[src/rtl/pipe_stage_reg.sv]
// Pipeline stage register with valid/ready handshake, a two-entry skid buffer
// (main entry M drives the outputs, skid entry S is younger) and a bubble-making flush.
module pipe_stage_reg #(
  parameter int unsigned DATA_W = 69,
  parameter int unsigned CTRL_W = 4
) (
  input  logic              clock__i,
  input  logic              reset_n__i,
  input  logic              valid__i,
  output logic              ready__o,
  input  logic [CTRL_W-1:0] ctrl__i,
  input  logic [DATA_W-1:0] data__i,
  input  logic              flush__i,
  output logic              valid__o,
  input  logic              ready__i,
  output logic [CTRL_W-1:0] ctrl__o,
  output logic [DATA_W-1:0] data__o,
  output logic [1:0]        occupancy__o
);

  typedef enum logic [1:0] {
    EMPTY = 2'd0,
    ONE   = 2'd1,
    FULL  = 2'd2
  } state_t;

  state_t              state_q, state_d;
  logic [CTRL_W-1:0]   m_ctrl_q, m_ctrl_d, s_ctrl_q, s_ctrl_d;
  logic [DATA_W-1:0]   m_data_q, m_data_d, s_data_q, s_data_d;
  logic                accept, issue;

  // Outputs decode registered state only, so ready__i/flush__i never reach them combinationally.
  assign valid__o     = (state_q != EMPTY);
  assign ready__o     = (state_q != FULL);
  assign ctrl__o      = valid__o ? m_ctrl_q : '0;
  assign data__o      = m_data_q;
  assign occupancy__o = state_q;

  assign accept = valid__i & ready__o & ~flush__i;
  assign issue  = valid__o & ready__i;

  always_comb begin
    state_d  = state_q;
    m_ctrl_d = m_ctrl_q;
    m_data_d = m_data_q;
    s_ctrl_d = s_ctrl_q;
    s_data_d = s_data_q;

    unique case (state_q)
      EMPTY: begin
        if (accept) begin
          state_d  = ONE;
          m_ctrl_d = ctrl__i;
          m_data_d = data__i;
        end
      end
      ONE: begin
        if (accept && issue) begin
          m_ctrl_d = ctrl__i;
          m_data_d = data__i;
        end else if (accept) begin
          state_d  = FULL;
          s_ctrl_d = ctrl__i;
          s_data_d = data__i;
        end else if (issue) begin
          state_d = EMPTY;
        end
      end
      FULL: begin
        if (issue) begin
          state_d  = ONE;
          m_ctrl_d = s_ctrl_q;
          m_data_d = s_data_q;
        end
      end
      default: state_d = EMPTY;
    endcase

    // Flush wins over everything: entries become bubbles, payload data is left as is.
    if (flush__i) begin
      state_d  = EMPTY;
      m_ctrl_d = '0;
      s_ctrl_d = '0;
      m_data_d = m_data_q;
      s_data_d = s_data_q;
    end
  end

  always_ff @(posedge clock__i or negedge reset_n__i) begin
    if (!reset_n__i) begin
      state_q  <= EMPTY;
      m_ctrl_q <= '0;
      m_data_q <= '0;
      s_ctrl_q <= '0;
      s_data_q <= '0;
    end else begin
      state_q  <= state_d;
      m_ctrl_q <= m_ctrl_d;
      m_data_q <= m_data_d;
      s_ctrl_q <= s_ctrl_d;
      s_data_q <= s_data_d;
    end
  end

endmodule

[config.mk]
export PLATFORM = sky130hd
export DESIGN_NAME = pipe_stage_reg
export DESIGN_NICKNAME = d
export VERILOG_FILES = /design/src/rtl/pipe_stage_reg.sv
export SDC_FILE = /design/constraint.sdc
export NUM_CORES = 1
export LEC_CHECK = 0
export ABC_AREA = 1
export CAP_MARGIN = 10
export CORE_ASPECT_RATIO = 1.75
export CORE_UTILIZATION = 40
export CTS_CLUSTER_SIZE = 14
export DETAILED_ROUTE_END_ITERATION = 8
export PLACE_DENSITY_LB_ADDON = 0.1
export SYNTH_ARGS = -nofsm -noshare
export SYNTH_HDL_FRONTEND = slang
export SYNTH_SLANG_ARGS = --single-unit
[constraint.sdc]
create_clock -name clock__i -period 2 [get_ports clock__i]
set_input_delay 0.3 -clock clock__i [delete_from_list [all_inputs] [get_ports clock__i]]
set_output_delay 0.3 -clock clock__i [all_outputs]
set_load 0.01 [all_outputs]
After elaboration in Yosys (flattened, before gate mapping)

Index checks and enable logic that the tools add are counted.

Bits in registers: 148
Input bits: 78

Equality and inequality tests: 12
Multiplexer cells: 20
Bitwise gates (word level): 5
Reductions and logical operators: 12

Operators with widths:

| cell                                                            | number |
|---|---|
| 69-bit 2-to-1 mux                                               | 3 |
| 69-bit one-hot mux with 3 select lines                          | 1 |
| 4-bit 2-to-1 mux                                                | 8 |
| 2-bit 2-to-1 mux                                                | 6 |
| 3-bit inequality test, second input constant                    | 4 |
| 4-bit one-hot mux with 3 select lines                           | 1 |
| 4-bit AND reduction                                             | 3 |
| 2-bit inequality test, second input constant                    | 5 |
| 2-bit one-hot mux with 3 select lines                           | 1 |
| 2-bit nonzero test                                              | 3 |
| 5-bit AND reduction                                             | 1 |
| 4-bit inequality test, second input constant                    | 1 |
| 4-bit nonzero test                                              | 1 |
| 1-bit AND                                                       | 3 |
| 3-bit AND reduction                                             | 1 |
| 3-bit nonzero test                                              | 1 |
| 2-bit by 1-bit == test with 1-bit output, second input constant | 1 |
| 2-bit == test, second input constant                            | 1 |
| 2-bit logical NOT                                               | 1 |
| 1-bit NOT                                                       | 2 |
| 1-bit logical AND                                               | 1 |

Logic depth before layout (Yosys ltp)

Gate-level depths: netlist of the first run.

Depth after elaboration: 7
Mapped depth: 13
Depth with buffers taken out: 10

Least setup slack after synthesis of the first run

No wires, ideal clock.

Path type: register -> register
Start point: register state_q[0] (netlist: occupancy__o[0])
End point: register m_data_q[17] (netlist: data__o[17])
Setup time: 0.117 ns
Arrival: 1.741 ns
Setup slack: 0.143 ns
Stages on the path, launching flop included: 13
Path buffers: 4
Period minus slack after synthesis: 1.857 ns
Path through: dfrtp_1 inv_1 ha_1 buf_6 clkinv_4 nand2_4 nand3_1 and2_1 buf_6 buf_6 buf_4 nand3_1 nand2_1

Word-level cells in the longest chain between the ends: 6
Elaborated cells between the ends (all ways): 15
Those cells by class: eq/ne: 6; mux: 1; bitwise: 3; reduce/logical: 5

Ends and longest elaborated chain:

| what                              | line | RTL |
|---|---|---|
| from (decl)                       | 27   | `state_t state_q, state_d;` |
| from (signal assigned)            | 97   | `state_q <= state_d;` |
| 2-bit inequality test (*)         | 34   | `assign ready__o = (state_q != FULL);` |
| net ready__o                      | 10   | `output logic ready__o,` |
| 1-bit AND (*) (2 in series)       | 39   | `assign accept = valid__i & ready__o & ~flush__i;` |
| 1-bit logical AND                 | 58   | `if (accept && issue) begin` |
| 2-bit inequality test (no line)   | -    |  |
| 5-bit AND reduction (no line) (*) | -    |  |
| to (signal assigned)              | 99   | `m_data_q <= m_data_d;` |
| to (decl)                         | 29   | `logic [DATA_W-1:0] m_data_q, m_data_d, s_data_q, s_data_d;` |

The timed path passes the listed nets; every way through them passes the cells marked *.
A chain may end at the register's enable or synchronous reset.

Worst setup path in the final report of the first run

Start point: register state_q[1] (netlist: occupancy__o[1])
End point: output occupancy__o[1]

RTL lines:

| what      | line | RTL |
|---|---|---|
| to (decl) | 18   | `output logic [1:0] occupancy__o` |

No word-level cell between the ends.

==> flow_summary.json, run 1 <==
{
  "reg2reg_slack_ns": 0.21,
  "switchingPower_mw": 4.94,
  "clk_pin_slew_ns": 0.07,
  "startpoint_type": "register",
  "die_w_um": 101,
  "tritoncts": "done",
  "grt_pass1_vias": 5662,
  "fmax_mhz": 536,
  "final_max_slew_viol_count": 0,
  "ios": 155,
  "grt_use_total_pct": 20.1,
  "netlist.area_leader.share_pct": 54.4,
  "cp_slowest_stage_delay_ns": 0.47,
  "final_nets": 1068,
  "p_leak_nw": 4.60,
  "ys.flop_type": "dfrtp_1",
  "critPathMaxFanout": 3,
  "run_status": "completed",
  "grt_pass1_wl_um": 27500,
  "ant_nets": 0,
  "yosys_warnings": 0,
  "hold_path_class": "in2async",
  "synth_seq_cells": 148,
  "crit_top_cell": "buf_4",
  "seq_area_um2": 3700,
  "post-route-cell-area_um2": 9400,
  "setup_viol_count_final": 0,
  "synthDistinctLibCells": 24,
  "insertedDiodeCount": 0,
  "die_h_um": 175,
  "post-synth-top-count-cell": "nand2_1",
  "placed_area_um2": 8650,
  "synth_edf_count": 0,
  "cts_max_level": 4,
  "powerDensity_nw_per_um2": 1560,
  "fillers": 1559,
  "rr_startpoint": "occupancy__o[1]",
  "core-area_um2": 16500,
  "via_count": 5804,
  "die_area_um2": 17600,
  "synth_top_area_cell": "dfrtp_1",
  "p_comb_share_pct": 38.0,
  "finalHoldViolCount": 0,
  "clkLatencyLatePin_ns": 0.42,
  "path_cells": "buf_4 -> buf_4 -> clkdlybuf4s50_1",
  "area_growth_pct": 38.0,
  "synthTopCellsByCount": "nand2_1, dfrtp_1, o21ai_0",
  "p_int_mw": 9.68,
  "initial_core_util_pct": 41.2,
  "power.share.sequential_pct": 34.9,
  "drt_wl_total_um": 16500,
  "crit_buf_inv": 3,
  "path_class": "reg2out",
  "gp_congestion": 0.799,
  "core.rowCount": 62,
  "swShare_pct": 33.8,
  "clockPowerShare_pct": 27.1,
  "worstPathRequired_ns": 1.70,
  "wl_per_cell_um": 13.5,
  "endpoint_kind": "output pin",
  "drive_gt1_share_pct": 6.72,
  "overflow": 0,
  "drtIter0Drc": 252,
  "grt_max_degree": 145,
  "io_buffers": 154,
  "slew_headroom_pct": 64.0,
  "reg2reg_depth": 10,
  "fin_tns_setup_ns": 0,
  "drv_cap": 0,
  "cts_root_buf": "clkbuf_16",
  "place_inst": 1189,
  "viasPerCell": 4.75,
  "p_total_mw": 14.6,
  "syn_inst": 845,
  "async_reset_ff_share_pct": 100,
  "final_cells": 1221,
  "drc_errors": 0,
  "numClockSinks": 148,
  "cts-buffers-inserted": 17,
  "dp_hpwl_um": 10900,
  "critPathArrivalTime_ns": 1.56,
  "netlist_area_um2": 6810,
  "synthTopCellsByArea": "dfrtp_1, nand2_1, o21ai_0",
  "synth_fp_nets": 927,
  "finClkSkew_ns": 0.0142,
  "clockBufferDepth": 2,
  "peakVddDrop_v": 0.000715,
  "post-route-period-util_pct": 93.2,
  "worst_path_max_delay_cell": "clkdlybuf4s50_1",
  "tightestPinTransition_ns": 0.540,
  "min_period_ns": 1.86,
  "ys_seq_area_share_pct": 54.4,
  "first_pass_iters": 5,
  "antenna_found_initial": 0,
  "worstReg2RegEnd": "data__o[50]",
  "rsz0062_at_grt": "no",
  "syn_area_per_cell_um2": 8.06,
  "crit_family": "buffers and inverters",
  "multiInputGateArea_um2": 2520
}
## stage by stage
step           hold WS [ns]  worst slack (ns)  util (%)
6_report              0.390             0.135      56.9
5_1_grt               0.433            0.0603      56.9
4_1_cts               0.386            0.0213      56.9
3_5_place_dp          0.280             0.140      52.4
3_3_place_gp          0.274             0.149      52.4
2_1_floorplan       0.00441             0.143         -
## layout by cell type (no fill, tap or decap), drive strengths merged, types with 3 or more instances in the layout
cell	count
clkbuf	17
o21ai	142
nand2	303
inv	83
dlygate4sd2	5
nand4	3
bufinv	9
clkinv	3
buf	22
ha	4
clkdlybuf4s50	147
dfrtp	148
nor2	16
nand3	89
## cells by family after synthesis
family	count (synthesis)	synth area share, %
flops	148	54.4
fa+ha+maj	4	0.735
simple gates	413	25.5
compound gates	143	10.5
buf+inv	137	8.91
## power by group through the flow
stage / clock network (mW) / logic, mW / registers, mW
3_3_place_gp: 0 / 5.58 / 5.13
3_5_place_dp: 0 / 5.66 / 5.14
5_1_grt: 4.14 / 6.25 / 5.28
4_1_cts: 4.04 / 5.67 / 5.11
6_report: 3.97 / 5.56 / 5.10
2_1_floorplan: 0 / 2.75 / 5.36
## registers in the layout, indices dropped and copies added, names as in the netlist
register	cells
data__o	69
s_data_q	69
m_ctrl_q	4
occupancy__o	2
s_ctrl_q	4
## layer usage
layer  global-route usage [%]  share of wire, %  vias up
met5                        0                 0        -
met2                     35.0                51      154
met1                     23.8                42     2677
met4                     8.64               2.3        0
li1                         -                 -     2949
met3                     3.92               4.3       24
## timing repair
item,CTS,global route
endpoints found under the setup margin,5,1
hold buffers,1,0
endpoints found under the hold margin,44,0
buffers inserted,1,0
gates resized for setup,6,2
## cell type report
class / instances / share of cell area, %
well taps: 224 / 2.98
multi-input cells: 560 / 26.9
flip-flops and latches: 148 / 39.4
clock buffers: 17 / 4.53
inverters: 83 / 3.37
clock inverters: 13 / 3.24
repair buffers: 176 / 19.6
## how the worst max path moves through the flow
stage,startpoint,to,slack [ns],cells after the start
5_1_grt,occupancy__o[0],ctrl__o[1],0.06,5
3_3_place_gp,flush__i,data__o[52],0.15,7
2_1_floorplan,occupancy__o[0],data__o[17],0.14,12
4_1_cts,occupancy__o[0],valid__o,0.02,4
6_report,occupancy__o[1],occupancy__o[1],0.14,3
3_5_place_dp,flush__i,data__o[62],0.14,7
(Power assumes the default switching activity.)
==> inputs of run 2 (changes only) <==
- MAX_ROUTING_LAYER: not set -> met4
==> flow_summary.json, run 2 (synthesis results as in run 1) <==
{
  "run_status": "completed",
  "fmax_mhz": 537,
  "cts_root_buf": "clkbuf_16",
  "fin_ws_ns": 0.137,
  "grt_use_total_pct": 20.7,
  "endpoint_kind": "output pin",
  "tightestPinTransition_ns": 0.575,
  "path_class": "reg2out",
  "drive_gt1_share_pct": 6.72,
  "clockBufferDepth": 2,
  "final_cells": 1221,
  "cts-buffers-inserted": 17,
  "rsz0062_at_grt": "no",
  "clkLatencyLatePin_ns": 0.42,
  "grt_max_degree": 145,
  "preCtsSetupSlack_ns": 0.140,
  "path_cells": "buf_4 -> buf_4 -> clkdlybuf4s50_1",
  "wl_per_cell_um": 13.6,
  "core.rowCount": 62,
  "first_pass_iters": 4,
  "peakVddDrop_v": 0.000719,
  "startpoint_type": "register",
  "post-route-util_pct": 56.9,
  "cp_slowest_stage_delay_ns": 0.47,
  "cts_max_level": 4,
  "hold_path_class": "in2async",
  "core-area_um2": 16500,
  "ios": 155,
  "insertedDiodeCount": 0,
  "p_leak_nw": 4.60,
  "fillers": 1559,
  "viasPerCell": 4.76,
  "min_period_ns": 1.86,
  "post-route-period-util_pct": 93.2,
  "reg2reg_slack_ns": 0.20,
  "setup_viol_count_final": 0,
  "gp_congestion": 0.810,
  "grt_pass1_wl_um": 27500,
  "drv_cap": 0,
  "die_area_um2": 17600,
  "critPathArrivalTime_ns": 1.56,
  "area_growth_pct": 38.0,
  "rr_startpoint": "occupancy__o[1]",
  "slew_headroom_pct": 61.6,
  "worstPathRequired_ns": 1.70,
  "grt_pass1_vias": 5659,
  "fin_tns_setup_ns": 0,
  "initial_core_util_pct": 41.2,
  "via_count": 5812,
  "tritoncts": "done",
  "drt_wl_total_um": 16600,
  "drtIter0Drc": 220,
  "finClkSkew_ns": 0.0145,
  "die_h_um": 175,
  "final_nets": 1068,
  "final_max_slew_viol_count": 0,
  "io_buffers": 154,
  "place_inst": 1189,
  "p_total_mw": 14.6,
  "antenna_found_initial": 0,
  "crit_top_cell": "buf_4",
  "worstReg2RegEnd": "data__o[62]",
  "overflow": 0,
  "critPathMaxFanout": 3,
  "layout_common_cells": "nand2_1, dfrtp_1, clkdlybuf4s50_1",
  "ant_nets": 0,
  "final_common_cell": "nand2_1",
  "reg2reg_depth": 10,
  "powerDensity_nw_per_um2": 1560,
  "worst_path_max_delay_cell": "clkdlybuf4s50_1",
  "dp_hpwl_um": 10900,
  "die_w_um": 101,
  "numClockSinks": 148,
  "drc_errors": 0,
  "clk_pin_slew_ns": 0.07,
  "finalHoldViolCount": 0
}
## run 2: cell counts in the layout (fill, tap and decap cells not counted)
No cell type changed its count.
## run 2: worst max-delay path by stage
| stage | from | slack [ns] | endpoint | cells after the start |
|---|---|---|---|---|
| floorplan | occupancy__o[0] | 0.14 | data__o[17] | 12 |
| global placement | flush__i | 0.15 | data__o[52] | 7 |
| detailed placement | flush__i | 0.14 | data__o[62] | 7 |
| CTS | occupancy__o[0] | 0.02 | valid__o | 4 |
| global route | occupancy__o[0] | 0.06 | ctrl__o[1] | 5 |
| finish | occupancy__o[1] | 0.14 | occupancy__o[1] | 3 |
## run 2: area by class of cell
| cell class | instances | area [µm²] | share of cell area, % |
|---|---|---|---|
| clock buffer | 17 | 425 | 4.53 |
| multi-input combinational | 560 | 2520 | 26.9 |
| sequential | 148 | 3700 | 39.4 |
| inverter | 83 | 317 | 3.37 |
| tap | 224 | 280 | 2.98 |
| clock inverter | 13 | 304 | 3.24 |
| timing repair buffer | 176 | 1840 | 19.6 |
## run 2: worst max-delay path: cells and delay by family (launching register included)
| family | cells | cell delay [ns] |
|---|---|---|
| buffers and inverters | 3 | 0.76 |
| DFF | 1 | 0.38 |
## run 2: timing repair
action,4_1_cts,5_1_grt
buffers inserted,1,0
endpoints found under the hold margin,44,0
endpoints found under the setup margin,5,1
hold buffers,1,0
resized for setup,6,2
## run 2: per-stage QoR
step,hold slack (ns),instance area [µm²]
3_3_place_gp,0.274,8650
4_1_cts,0.386,9400
5_1_grt,0.432,9400
3_5_place_dp,0.280,8650
2_1_floorplan,0.00441,6810
6_report,0.390,9400
## run 2: routing by layer
| layer | GRT usage [%] | share of wire [%] |
|---|---|---|
| met5 | - | 0 |
| met4 | 8.27 | 2.2 |
| met3 | 3.92 | 3.8 |
| met2 | 35.2 | 51 |
| met1 | 23.8 | 43 |
## run 2: where the power goes
part	leakage [nW]	switching (mW)	internal [mW]
registers	1.85	0.724	4.38
logic	2.40	2.98	2.59
clock network	0.350	1.26	2.71
total	4.60	4.96	9.68
==> variant: new RTL, flow settings as in run 2 <==
Reset style: synchronous (`reset_n__i`), changed in one clocked block.
--- a/src/rtl/pipe_stage_reg.sv
+++ b/src/rtl/pipe_stage_reg.sv
@@ -87,5 +87,5 @@
   end
 
-  always_ff @(posedge clock__i or negedge reset_n__i) begin
+  always_ff @(posedge clock__i) begin
     if (!reset_n__i) begin
       state_q  <= EMPTY;
Check against the original RTL: differs if reset_n__i is asserted again (counterexample within 4 cycles, from zero or initial values and one cycle with reset_n__i low); with reset_n__i held inactive, the same outputs for 4 cycles.
==> variant against run 2 <==
Design area shrank 3.5%. Setup slack gained 46 ps. Routed wire length grew 0.37%. Synthesized area shrank 2.1%. Sequential cell count is the same. Clock skew shrank 5.4 ps.
Power is not compared: it rests on default switching activity, and its combinational part moved more than twofold at a synthesized area within 25%.
==> variant: results (changes against run 2) <==
- Outcome: completed (unchanged)
- Hold WC Path Type: in -> reg (was in -> async)
- Top delay family on crit path: buffers and inverters (unchanged)
- Hold WS: 312 ps (was 390 ps)
- Post-place instance area: 8380 um2 (was 8650 um2)
- Post CTS Setup Buffer Count: 0 (was 1)
- VDD IR-drop max: 533 uV
- First-pass GRT wire length: 27200 um (was 27500 um)
- Number of global-route vias before repair: 5643 (was 5659)
- Ys Warns: 0 (unchanged)
- Syn Nets: 1058 (was 927)
- Max incr delay on CP: 570 ps (was 470 ps)
- Post_cts resized: 3 (was 6)
- Relative slew slack: 49.0% (was 61.6%)
- Mux cell area share after synthesis: 0% (unchanged)
- Flip-flop and latch power: ~3.1 mW
- First-pass DRT Iterations: 4 (unchanged)
- DRC viols: 0 (unchanged)
- Reg-to-reg setup timing slack: 490 ps (was 200 ps)
- GRT Resource Usage Total: 20.4% (was 20.7%)
- HPWL Detailed: 10500 um (was 10900 um)
- Clock group: 3.71 mW
- Final nets: 1171 (was 1068)
- Initial DRC Count: 316 (was 220)
- ANT cells: 0 (unchanged)
- Layout cells sized above 1: 5.52% (was 6.72%)
- Period utilization: 90.8% (was 93.2%)
- Worst clock skew: 9.10 ps (was 14.5 ps)
- Placed Cells: 1298 (was 1189)
- Avg Inst Size Synth: 6.80 um2 (was 8.06 um2)
- Final WL: 16600 um (about the same)
- Clock buffer depth: 2 (unchanged)
- GPL Wtd Cong: 0.793 (was 0.810)
- Most used DFF post-synth: dfxtp_1 (was dfrtp_1)
- IO buf count: 154 (unchanged)
- Synth area leaders: dfxtp_1, a21oi_1, o21ai_0, nand2_1, inv_1 (was dfrtp_1, nand2_1, o21ai_0, nand3_1, inv_1)
- Synth Area in XOR/XNOR: 0% (unchanged)
- Netlist cell types: 18 (was 24)
- Worst Path Max Fanout: 4 (was 3)
- Non-Filler Instances: 1329 (was 1221)
- Ys async rst share: 0% (was 100%)
- DR vias: 6261 (was 5812)
- Largest family of logic cells by synthesized area: compound AO/OA/AOI/OAI gates (was simple AND/OR/NAND/NOR gates)
- # fillers: 1641 (was 1559)
- Number of CTS-inserted buffers: 17 (unchanged)
- Synth Area in Compound Gates: 22.0% (was 10.5%)
- Seq/Total Area, Yosys: 44.4% (was 54.4%)
- H-tree depth: 4 (unchanged)
- Clk root buf: clkbuf_16 (unchanged)
- Seq. cell area: 2970 um2 (was 3700 um2)
- Largest net degree at the start of global routing: 140 (was 145)
- Slowest CP cell: clkdlybuf4s50_1 (unchanged)
- Reg clk slew, reported paths: 60 ps
- Most frequent cells after synthesis: nand2_1, dfxtp_1, inv_1 (was nand2_1, dfrtp_1, o21ai_0)
- Post-Synth Adder-Cell Area: 0% (was 0.735%)
- Pre-CTS WS: 58.8 ps (was 140 ps)
variant: cell count changes in the layout (fill, tap and decap cells not counted), moves of 63 or more:
| cell | run 2 | this run |
|---|---|---|
| nor2_1 | 14 | 77 |
| a21oi_1 | 1 | 147 |
| dfxtp_1 | 0 | 146 |
| dfrtp_1 | 148 | 0 |
| inv_1 | 79 | 148 |
| nand2_1 | 298 | 148 |
variant: kinds of logic (layout without fill, tap and decap cells):
logic type,after synthesis,count (layout)
simple gates,309,309
flops,148,148
compound gates,293,293
buf+inv,230,355
variant: path summary, 6_finish.rpt:
| kind | endpoint | depth (start not counted) | startpoint |
|---|---|---|---|
| max | valid__o | 3 | occupancy__o[0]$_SDFFE_PP0P_ |
| min | data__o[2]$_SDFFE_PN0P_ | 3 | reset_n__i |
| max reg2reg | data__o[42]$_SDFFE_PN0P_ | 8 | occupancy__o[0]$_SDFFE_PP0P_ |
| min reg2reg | s_data_q[54]$_SDFFE_PN0P_ | 2 | s_data_q[54]$_SDFFE_PN0P_ |
variant: area by class of cell:
type | instances | share of cell area (%)
multi-input combinational | 602 | 30.5
clock buffer | 19 | 4.77
sequential | 148 | 32.7
inverter | 153 | 6.36
clock inverter | 12 | 2.79
timing repair buffer | 171 | 19.8
tap | 224 | 3.09
variant: layer usage:
| layer | vias to the layer above | track usage, % | part of all wire [%] |
|---|---|---|---|
| li1 | 3332 | - | - |
| met1 | 2806 | 23.5 | 44 |
| met2 | 105 | 34.9 | 50 |
| met3 | 18 | 4.53 | 4.3 |
| met4 | 0 | 6.68 | 1.3 |
| met5 | - | - | 0 |
variant: tightest hold or removal path, cell delays in order:
cell and delay (ps):
buf_4 230, nand2_1 110, nor2_1 30
